$ cat config.mk
export PLATFORM = sky130hd
export DESIGN_NAME = sig_period_meter_flat
export DESIGN_NICKNAME = d
export VERILOG_FILES = /design/src/rtl/sig_meter_pkg.sv /design/src/rtl/sig_period_meter_if.sv /design/src/rtl/sync_edge_det.sv /design/src/rtl/sig_period_meter.sv /design/src/flat_wrapper.sv
export SDC_FILE = /design/constraint.sdc
export NUM_CORES = 1
export LEC_CHECK = 0
export CORE_ASPECT_RATIO = 0.5
export CORE_MARGIN = 4
export CORE_UTILIZATION = 35
export DETAILED_ROUTE_END_ITERATION = 10
export PLACE_DENSITY = 0.63
export SYNTH_ARGS = -nofsm -noshare
export SYNTH_HDL_FRONTEND = slang
export SYNTH_HIERARCHICAL = 1
export SYNTH_SLANG_ARGS = --single-unit
$ cat constraint.sdc
create_clock -name clk -period 5.91 [get_ports clk]
set_input_delay 1.4775 -clock clk [delete_from_list [all_inputs] [get_ports clk]]
set_output_delay 1.4775 -clock clk [all_outputs]
set_load 0.02 [all_outputs]
$ cat src/rtl/sig_meter_pkg.sv
// Shared types and constants for the signal period meter: FSM state encoding,
// default widths and the phase-counter saturation value.
package sig_meter_pkg;

    typedef enum logic [1:0] {
        IDLE,
        HIGH,
        LOW
    } state_e;

    localparam int DEF_CNT_W       = 16;
    localparam int DEF_SYNC_STAGES = 2;
    localparam int DEF_MCNT_W      = 16;

    // Largest value a w-bit phase counter can hold before it saturates.
    function automatic logic [31:0] sat_max(input int unsigned w);
        return (32'd1 << w) - 32'd1;
    endfunction

endpackage

$ cat src/rtl/sig_period_meter_if.sv
// Control inputs and published results of the period meter, bundled for
// connection between the meter (slave) and whoever drives/consumes it (master).
interface sig_period_meter_if
    import sig_meter_pkg::*;
#(
    parameter int CNT_W  = DEF_CNT_W,
    parameter int MCNT_W = DEF_MCNT_W
);
    logic              sig_in;
    logic              enable;
    logic              clr_stats;
    logic              meas_valid;
    logic [CNT_W-1:0]  high_cnt;
    logic [CNT_W-1:0]  low_cnt;
    logic [CNT_W:0]    period_cnt;
    logic              overflow;
    logic [CNT_W:0]    period_min;
    logic [CNT_W:0]    period_max;
    logic [MCNT_W-1:0] meas_count;

    modport master (
        output sig_in, enable, clr_stats,
        input  meas_valid, high_cnt, low_cnt, period_cnt, overflow,
               period_min, period_max, meas_count
    );

    modport slave (
        input  sig_in, enable, clr_stats,
        output meas_valid, high_cnt, low_cnt, period_cnt, overflow,
               period_min, period_max, meas_count
    );
endinterface

$ cat src/rtl/sync_edge_det.sv
// Multi-flop synchroniser for an asynchronous input plus one delay flop,
// giving the synchronised level and single-cycle rise/fall strobes.
module sync_edge_det
    import sig_meter_pkg::*;
#(
    parameter int SYNC_STAGES = DEF_SYNC_STAGES
) (
    input  logic clk,
    input  logic rst,
    input  logic d,
    output logic level,
    output logic rise,
    output logic fall
);
    logic [SYNC_STAGES-1:0] sync_q;
    logic                   level_dly_q;

    // NOTE: sequential state uses non-blocking assignments so every flop
    // samples the pre-edge value of its neighbour, like real hardware.
    always_ff @(posedge clk or posedge rst) begin
        if (rst) begin
            sync_q      <= '0;
            level_dly_q <= 1'b0;
        end else begin
            sync_q      <= {sync_q[SYNC_STAGES-2:0], d};
            level_dly_q <= sync_q[SYNC_STAGES-1];
        end
    end

    assign level = sync_q[SYNC_STAGES-1];
    assign rise  = level & ~level_dly_q;
    assign fall  = ~level & level_dly_q;
endmodule

$ cat src/rtl/sig_period_meter.sv
// Continuously measures high, low and total period of an asynchronous signal
// in clk cycles, publishing one result per input period with min/max/count.
module sig_period_meter
    import sig_meter_pkg::*;
#(
    parameter int CNT_W       = DEF_CNT_W,
    parameter int SYNC_STAGES = DEF_SYNC_STAGES,
    parameter int MCNT_W      = DEF_MCNT_W
) (
    input  logic              clk,
    input  logic              rst,
    sig_period_meter_if.slave bus
);
    localparam logic [CNT_W-1:0] SAT = CNT_W'(sat_max(CNT_W));
    localparam logic [CNT_W-1:0] ONE = CNT_W'(1);

    logic level, rise, fall;

    sync_edge_det #(.SYNC_STAGES(SYNC_STAGES)) u_sync (
        .clk   (clk),
        .rst   (rst),
        .d     (bus.sig_in),
        .level (level),
        .rise  (rise),
        .fall  (fall)
    );

    state_e            state_q, state_d;
    logic [CNT_W-1:0]  high_q, high_d, low_q, low_d;
    logic              ovf_q, ovf_d;
    logic              publish;
    logic [CNT_W:0]    period;

    logic              valid_q;
    logic [CNT_W-1:0]  pub_high_q, pub_low_q;
    logic [CNT_W:0]    pub_period_q;
    logic              pub_ovf_q;
    logic [CNT_W:0]    min_q, min_d, max_q, max_d;
    logic [MCNT_W-1:0] count_q, count_d;

    assign period = {1'b0, high_q} + {1'b0, low_q};

    // NOTE: every signal written here gets a default first, so no path can
    // leave it unassigned and infer a latch.
    always_comb begin
        state_d = state_q;
        high_d  = high_q;
        low_d   = low_q;
        ovf_d   = ovf_q;
        publish = 1'b0;
        if (!bus.enable) begin
            state_d = IDLE;
        end else begin
            case (state_q)
                IDLE: if (rise) begin
                    state_d = HIGH;
                    high_d  = ONE;
                    ovf_d   = 1'b0;
                end
                HIGH: if (fall) begin
                    state_d = LOW;
                    low_d   = ONE;
                end else if (level) begin
                    if (high_q == SAT) ovf_d = 1'b1;
                    else               high_d = high_q + 1'b1;
                end
                LOW: if (rise) begin
                    publish = 1'b1;
                    state_d = HIGH;
                    high_d  = ONE;
                    ovf_d   = 1'b0;
                end else if (!level) begin
                    if (low_q == SAT) ovf_d = 1'b1;
                    else              low_d = low_q + 1'b1;
                end
                default: state_d = IDLE;
            endcase
        end
    end

    // A clear coinciding with a publish is applied first, so the stats restart
    // from the measurement being published.
    always_comb begin
        min_d   = min_q;
        max_d   = max_q;
        count_d = count_q;
        if (bus.clr_stats) begin
            min_d   = '1;
            max_d   = '0;
            count_d = '0;
        end
        if (publish) begin
            count_d = count_d + 1'b1;
            if (!ovf_q) begin
                if (period < min_d) min_d = period;
                if (period > max_d) max_d = period;
            end
        end
    end

    always_ff @(posedge clk or posedge rst) begin
        if (rst) begin
            state_q      <= IDLE;
            high_q       <= '0;
            low_q        <= '0;
            ovf_q        <= 1'b0;
            valid_q      <= 1'b0;
            pub_high_q   <= '0;
            pub_low_q    <= '0;
            pub_period_q <= '0;
            pub_ovf_q    <= 1'b0;
            min_q        <= '1;
            max_q        <= '0;
            count_q      <= '0;
        end else begin
            state_q <= state_d;
            high_q  <= high_d;
            low_q   <= low_d;
            ovf_q   <= ovf_d;
            valid_q <= publish;
            if (publish) begin
                pub_high_q   <= high_q;
                pub_low_q    <= low_q;
                pub_period_q <= period;
                pub_ovf_q    <= ovf_q;
            end
            min_q   <= min_d;
            max_q   <= max_d;
            count_q <= count_d;
        end
    end

    assign bus.meas_valid = valid_q;
    assign bus.high_cnt   = pub_high_q;
    assign bus.low_cnt    = pub_low_q;
    assign bus.period_cnt = pub_period_q;
    assign bus.overflow   = pub_ovf_q;
    assign bus.period_min = min_q;
    assign bus.period_max = max_q;
    assign bus.meas_count = count_q;
endmodule

$ cat src/flat_wrapper.sv
// flat-port wrapper written by rule: the top's interface ports become plain ports
module sig_period_meter_flat import sig_meter_pkg::*;
#(
    parameter int CNT_W       = DEF_CNT_W,
    parameter int SYNC_STAGES = DEF_SYNC_STAGES,
    parameter int MCNT_W      = DEF_MCNT_W
)
  (clk, rst, bus_sig_in, bus_enable, bus_clr_stats, bus_meas_valid, bus_high_cnt, bus_low_cnt, bus_period_cnt, bus_overflow, bus_period_min, bus_period_max, bus_meas_count);
  sig_period_meter_if #(.CNT_W(CNT_W), .MCNT_W(MCNT_W)) bus_i ();
  input  logic clk;
  input  logic rst;
  input wire logic [$bits(bus_i.sig_in)-1:0] bus_sig_in;
  input wire logic [$bits(bus_i.enable)-1:0] bus_enable;
  input wire logic [$bits(bus_i.clr_stats)-1:0] bus_clr_stats;
  output wire logic [$bits(bus_i.meas_valid)-1:0] bus_meas_valid;
  output wire logic [$bits(bus_i.high_cnt)-1:0] bus_high_cnt;
  output wire logic [$bits(bus_i.low_cnt)-1:0] bus_low_cnt;
  output wire logic [$bits(bus_i.period_cnt)-1:0] bus_period_cnt;
  output wire logic [$bits(bus_i.overflow)-1:0] bus_overflow;
  output wire logic [$bits(bus_i.period_min)-1:0] bus_period_min;
  output wire logic [$bits(bus_i.period_max)-1:0] bus_period_max;
  output wire logic [$bits(bus_i.meas_count)-1:0] bus_meas_count;
  assign bus_i.sig_in = bus_sig_in;
  assign bus_i.enable = bus_enable;
  assign bus_i.clr_stats = bus_clr_stats;
  assign bus_meas_valid = bus_i.meas_valid;
  assign bus_high_cnt = bus_i.high_cnt;
  assign bus_low_cnt = bus_i.low_cnt;
  assign bus_period_cnt = bus_i.period_cnt;
  assign bus_overflow = bus_i.overflow;
  assign bus_period_min = bus_i.period_min;
  assign bus_period_max = bus_i.period_max;
  assign bus_meas_count = bus_i.meas_count;
  sig_period_meter #(.CNT_W(CNT_W), .SYNC_STAGES(SYNC_STAGES), .MCNT_W(MCNT_W)) u_core (.clk(clk), .rst(rst), .bus(bus_i));
endmodule
==> results.sh <==
export IMPL_outcome="finished clean"
export IMPL_worst_slew_pin_slew_ns=0.9841
export IMPL_route_detailed_drc=0
export IMPL_layout_commonest_cell="nand2_1"
export IMPL_drt_iter0_markers=468
export IMPL_slew_headroom_pct=34.39
export IMPL_finalCritPeriodShare_pct=86.62
export IMPL_htreeDepth=4
export IMPL_antenna_diode_count=0
export IMPL_numClockSinks=139
export IMPL_placed_area_sq_um=9020
export IMPL_grt_overflow_total=0
export IMPL_min_to="u_core/u_sync/sync_q[1]$_DFF_PP0_"
export IMPL_fp_dieArea_sq_um=24390
export IMPL_wl_um=20190
export IMPL_regArea_sq_um=3500
export IMPL_grt_pass1_vias=6191
export IMPL_cts_hold_buf=0
export IMPL_hold_viol=0
export IMPL_via_per_inst=5.030
export IMPL_fin_crit_ns=5.119
export IMPL_max_cap_viol_count=0
export IMPL_worstPathArrival_ns=5.46
export IMPL_ys_warn_count=6
export IMPL_clock_tree_root_cell="clkbuf_16"
export IMPL_die_width_um=216.9
export IMPL_finClkSkew_ns=0.01154
export IMPL_rsz0062_at_grt="false"
export IMPL_async_reset_ff_share_pct=100.0
export IMPL_rr_worst_depth=18
export IMPL_hp_class="register to register"
export IMPL_leakage_nw=4.624
export IMPL_dp_hpwl_um=14850
export IMPL_grt_pass1_wl_um=33220
export IMPL_antenna_found_initial=0
export IMPL_p_per_area_nw_per_um2=246.2
export IMPL_cts_buffers=17
export IMPL_die_h_um=112.4
export IMPL_dp_slack_ns=0.8556
export IMPL_final_nets=972
export IMPL_fin_area_sq_um=9671
export IMPL_dr_pass1_iters=5
export IMPL_ios=106
export IMPL_netlist_instances=808
export IMPL_crit_path_end_kind="register"
export IMPL_finalWeightedCongestion=0.8626
export IMPL_setup_tns_ns=0
export IMPL_multi_input_area_sq_um=3897
export IMPL_track_usage_pct=16.88
export IMPL_setup_violations=0
export IMPL_reg2reg_to="u_core/bus.period_max[7]$_DFF_PP0_"
export IMPL_postCtsResizedCells=0
export IMPL_yosysSeqAreaShare_pct=45.83
export IMPL_drive_above_1_share_pct=7.909
export IMPL_r2r_slack_ns=0.79
export IMPL_row_count=37
export IMPL_worst_hold_path_num_cells=0
export IMPL_start_util_pct=36.41
export IMPL_portBuffers=105
export IMPL_critical_path_class="register to register"
export IMPL_max_freq_ghz=0.1953
export IMPL_worstHoldStart="u_core/u_sync/sync_q[0]$_DFF_PP0_"
export IMPL_detail_route_wl_per_cell_um=16.62
export IMPL_ant_nets=0
export IMPL_synth_cell_type_count=62
export IMPL_core_sq_um=20970
export IMPL_fin_ws_ns=0.7908
export IMPL_area_growth_pct=26.64
export IMPL_syn_area_sq_um=7636
export IMPL_fillers=1992
export IMPL_clock_path_buffers=2
export IMPL_synth_edff_count=0
export IMPL_ir_worst_vdd_mv=0.1507
export IMPL_critPathLaunchType="register"
export IMPL_clock_latency_ns=0.43
export IMPL_grt_max_degree=77
export IMPL_final_cell_mix="nand2_1, dfrtp_1, clkdlybuf4s50_1, nor2_1, ha_1"
export IMPL_cp_max_fo=9
export IMPL_cts_tree="built"
export IMPL_synth_ff_type="dfrtp_1"
export IMPL_vias=6111
export IMPL_finalMaxSlewViolations=0
export IMPL_postCtsSetupBuffers=0
export IMPL_crit_required_ns=6.25
export IMPL_avgSynthCellArea_sq_um=9.451
export IMPL_syn_nets=870
export IMPL_clkSlewWorstSetupHoldPaths_ns=0.07
export IMPL_r2r_start="u_core/high_q[0]$_DFFE_PP0P_"
export IMPL_ys_ff_latch=139
kinds of logic after synthesis:
family	after synthesis	share of synthesized area (%)
AO/OA/AOI/OAI	141	11.68
XOR/XNOR	36	4.129
adder cells (fa/ha/maj)	57	9.438
buffers and inverters	63	3.359
flip-flops	139	45.83
multiplexers	39	5.211
AND/OR/NAND/NOR	333	20.35
routing by layer:
metal	track usage [%]	wire length [um]	vias up
met5	0	0	-
met4	5.250	308	0
met2	27.87	9563	84
li1	-	-	2992
met3	2.894	556	24
met1	22.85	9764	3011
cells in the mapped netlist (2+ instances only):
master,count,area [sq um]
nor2b_1,14,87.58
inv_1,31,116.4
xor2_1,23,201.4
nand2_1,149,559.3
o21ai_0,51,255.2
o41ai_1,2,17.52
and2_1,3,18.77
ha_1,56,700.7
a41o_1,2,20.02
nand2b_1,28,175.2
a211oi_1,3,22.52
dfrtp_1,122,3053
o22ai_1,2,12.51
o21a_1,6,45.04
buf_2,4,20.02
a21o_1,10,75.07
mux2i_1,36,360.4
mux2_2,2,22.52
o21bai_1,2,15.01
nor3b_1,3,22.52
a31oi_1,8,50.05
clkbuf_1,22,82.58
nand4_1,11,68.82
dfstp_2,17,446.7
buf_1,4,15.01
or3_1,4,25.02
nor2_1,61,229.0
a21oi_1,32,160.2
nor3_1,4,20.02
o31ai_1,7,52.55
xnor2_1,13,113.9
nor4_1,2,12.51
and3_1,11,68.82
and4_1,7,61.31
nand3_1,28,140.1
a211o_1,2,17.52
sequential cells by signal (all words and copies together), names as in the netlist, 2 cells and up:
name / cells
u_core/bus.low_cnt: 16
u_core/bus.period_max: 17
u_core/bus.high_cnt: 16
u_core/bus.period_cnt: 17
u_core/high_q: 16
u_core/bus.meas_count: 16
u_core/bus.period_min: 17
u_core/state_q: 2
u_core/u_sync/sync_q: 2
u_core/low_q: 16
report_power, final:
group,total (mW),internal (mW),switching [mW]
logic,0.223,0.0882,0.134
clock network,1.17,0.729,0.443
registers,0.986,0.968,0.0184
metrics by stage:
step | instances | total power [mW] | hold WS [ns] | util [%]
floorplan | 808 | 1.155 | 0.3312 | -
detailed placement | 1183 | 1.224 | 0.3427 | 43.01
global route | 1215 | 2.482 | 0.3870 | 46.11
CTS | 1215 | 2.406 | 0.3683 | 46.11
global placement | 1183 | 1.219 | 0.3367 | 43.01
finish | 1215 | 2.381 | 0.3670 | 46.11
worst max-delay path, stage by stage (launching register included):
cell,delay (ns)
dfrtp_1,0.45
ha_1,0.27
fa_1,0.44
a211oi_1,0.33
or3b_1,0.18
and2_4,0.16
a41oi_1,0.16
a31oi_1,0.31
xor2_1,0.31
inv_1,0.11
ha_1,0.32
a21oi_1,0.12
o21ai_0,0.16
nor4_1,0.28
o31a_1,0.20
o21ai_0,0.15
o211ai_2,0.56
buf_4,0.32
mux2i_1,0.21
area by class of cell:
| cell class | instances | area share (%) |
|---|---|---|
| timing repair buffer | 115 | 11.77 |
| clock buffer | 18 | 4.541 |
| multi-input combinational | 606 | 40.30 |
| clock inverter | 14 | 2.187 |
| inverter | 31 | 1.229 |
| tap | 292 | 3.778 |
| sequential | 139 | 36.19 |
worst max-delay path by stage:
stage               cells after the start                         start                                 end  slack [ns]
CTS                                    18  u_core/high_q[0]$_DFFE_PP0P_  u_core/bus.period_max[7]$_DFF_PP0_        0.79
detailed placement                     18  u_core/high_q[0]$_DFFE_PP0P_  u_core/bus.period_max[7]$_DFF_PP0_        0.86
global route                           18  u_core/high_q[0]$_DFFE_PP0P_  u_core/bus.period_max[4]$_DFF_PP0_        0.27
global placement                       17  u_core/high_q[1]$_DFFE_PP0P_  u_core/bus.period_max[6]$_DFF_PP0_        0.99
floorplan                               1                           rst  u_core/bus.high_cnt[0]$_DFFE_PP0P_        0.82
finish                                 18  u_core/high_q[0]$_DFFE_PP0P_  u_core/bus.period_max[7]$_DFF_PP0_        0.79
(Power assumes the default switching activity.)
==> RTL change (same settings) <==
Reset style: synchronous (`rst`), changed in 2 clocked blocks. Comments in the files are not updated.
--- a/src/rtl/sync_edge_det.sv
+++ b/src/rtl/sync_edge_det.sv
@@ -19,3 +19,3 @@
     // samples the pre-edge value of its neighbour, like real hardware.
-    always_ff @(posedge clk or posedge rst) begin
+    always_ff @(posedge clk) begin
         if (rst) begin
--- a/src/rtl/sig_period_meter.sv
+++ b/src/rtl/sig_period_meter.sv
@@ -100,3 +100,3 @@
 
-    always_ff @(posedge clk or posedge rst) begin
+    always_ff @(posedge clk) begin
         if (rst) begin
Formal check against the unedited RTL: differs if rst is asserted again (counterexample within 10 cycles, from zero or initial values and one cycle with rst high); with rst held inactive, the same outputs for 10 cycles.
==> RTL change against the unedited design <==
Synthesized area shrank 3.8%; global-route usage is 0.72 points higher; final area fell by 3.5%; sequential cell count is the same; highest routed layer unchanged; critical endpoint is now u_core/bus.period_max[6]; routed wire length grew 2.1%; via count grew 7.9%; sequential share of layout area shrank 6.4 points; critical path depth is 3 lower; setup slack improved by 0.24 ns; die area fell by 3.6%; hold slack improved by 0.086 ns.
Power is not compared: it rests on default switching activity, and its combinational part moved more than twofold at a synthesized area within 25%.
==> RTL change: results (changes against the unedited design) <==
[drt]
firstDrtPassIters=5  ; unchanged
dr.first_iter.drc_count=369  ; -21%
drt_wl_total_um=20620  ; +2.1%
num_vias=6593  ; +7.9%

[critical_path]
r2r-start=u_core/high_q[0]
worst-r2r-cell-count=15  ; -3
worstPathMaxFanout=17  ; +8
cp.arrival_ns=5.18  ; -0.28 ns
timing.reg2reg.setup_slack_ns=1.03  ; +0.24 ns
crit_end=u_core/bus.period_max[6]
worstSetupPathType=reg2reg
max_stage_delay_ns=0.98  ; +0.42 ns
cp_slowest_cell=a211oi_4
cp_top_family=compound AO/OA/AOI/OAI gates

[cts]
clock_latency_ns=0.42
postCtsSetupBuffers=0  ; unchanged
cts_buffers=17  ; unchanged
post_cts_resized=0  ; unchanged
clk_pin_slew_ns=0.06
cts_root_buffer=clkbuf_16
htree_levels=4  ; unchanged
cts_max_path_buffers=2  ; unchanged

[sta]
worst_slew_pin_slew_ns=1.143  ; +0.1585 ns
finalClockSkew_ns=0.009934  ; -0.001605 ns

[power_and_ir_drop]
p_sw_frac=0.2084
p_leak_nw=3.505
peakVddDrop_mv=0.1521

[yosys]
yosysWarnings=6  ; unchanged
synth-seq-area-share=0.3788  ; -0.07949
syn_nets=964  ; +11%
ys_top_cells_by_count=nand2_1, dfxtp_1, nor2_1
synthFlopType=dfxtp_1
ys_top_cells_by_area=dfxtp_1, ha_1, nand2_1
async_flop_share=0  ; -1.000
synth.distinct_cells=57  ; -8.1%

[placement]
dpl.hpwl_um=14790  ; -0.37%
port_buffers=105  ; unchanged
gp_congestion=0.8886  ; +3.0%

[grt]
grt_pass1_wl_um=33490  ; +0.79%
grt_max_degree=65  ; -16%
overflow=0  ; unchanged
track_usage=0.1760  ; +0.007168
grt_pass1_vias=6283  ; +1.5%
grt_antenna_before_repair=0  ; unchanged

[min_path]
hold_depth=2  ; +2
min_from=u_core/bus.period_cnt[5]
hold-path-endpoint=u_core/bus.period_cnt[5]
hold_path.class=reg2reg

[status]
outcome=completed

[layout]
antenna_cells=0  ; unchanged
fillCellCount=1954  ; -1.9%
num-nets-final=1057  ; +8.7%
drive_above_1_share=0.07319  ; -0.005895

-- RTL change: cell types whose count changed after synthesis, sizes merged, moves of 17 or more --
cell	delta
dfxtp	+139
dfrtp	-122
a21oi	+62
nor2	+41
mux2i	-28
o21ai	-25
nor4	+20
dfstp	-17
-- RTL change: layer usage --
metal	vias up	routed length, µm	track usage
met4	0	340	0.04846
met5	-	0	0
met1	3118	9852	0.2364
met3	19	1104	0.04684
met2	131	9318	0.2793
li1	3325	-	-
-- RTL change: cells by family after synthesis --
logic type,count (synthesis),synth area share
xor+xnor,47,0.05604
buf+inv,65,0.03560
flops,139,0.3788
mux,20,0.03185
fa+ha+maj,55,0.09436
compound gates,169,0.1385
simple gates,410,0.2649
-- RTL change: stage by stage --
step	power (mW)	instance area [µm²]	cells	hold slack, ns	setup WS [ns]
detailed placement	1.009	8673	1252	0.4408	0.7640
CTS	2.189	9330	1284	0.4560	1.052
finish	2.168	9330	1284	0.4530	1.030
floorplan	0.9959	7346	905	0.4138	1.264
global route	2.238	9330	1284	0.4697	0.7119
global placement	1.008	8673	1252	0.4436	0.9149
-- RTL change: final cells by class --
cell class,count,area (µm²),area share
timing repair buffer,119,1154,0.1236
multi-input combinational,701,4320,0.4631
tap,273,341.6,0.03661
clock buffer,23,498.0,0.05337
sequential,139,2783,0.2982
inverter,20,75.07,0.008046
clock inverter,9,158.9,0.01703
-- RTL change: worst min-delay path: stages, from the launching register on --
cell,delay [ns]
dfxtp_1,0.30
nand2_1,0.05
a21oi_1,0.05
-- RTL change: power groups by stage --
stage,Clock (mW),Sequential (mW),Combinational [mW]
after floorplan,0,0.960,0.0355
after global placement,0,0.961,0.0474
after detailed placement,0,0.961,0.0483
after CTS,1.20,0.940,0.0486
after global routing,1.24,0.940,0.0537
final,1.18,0.941,0.0486
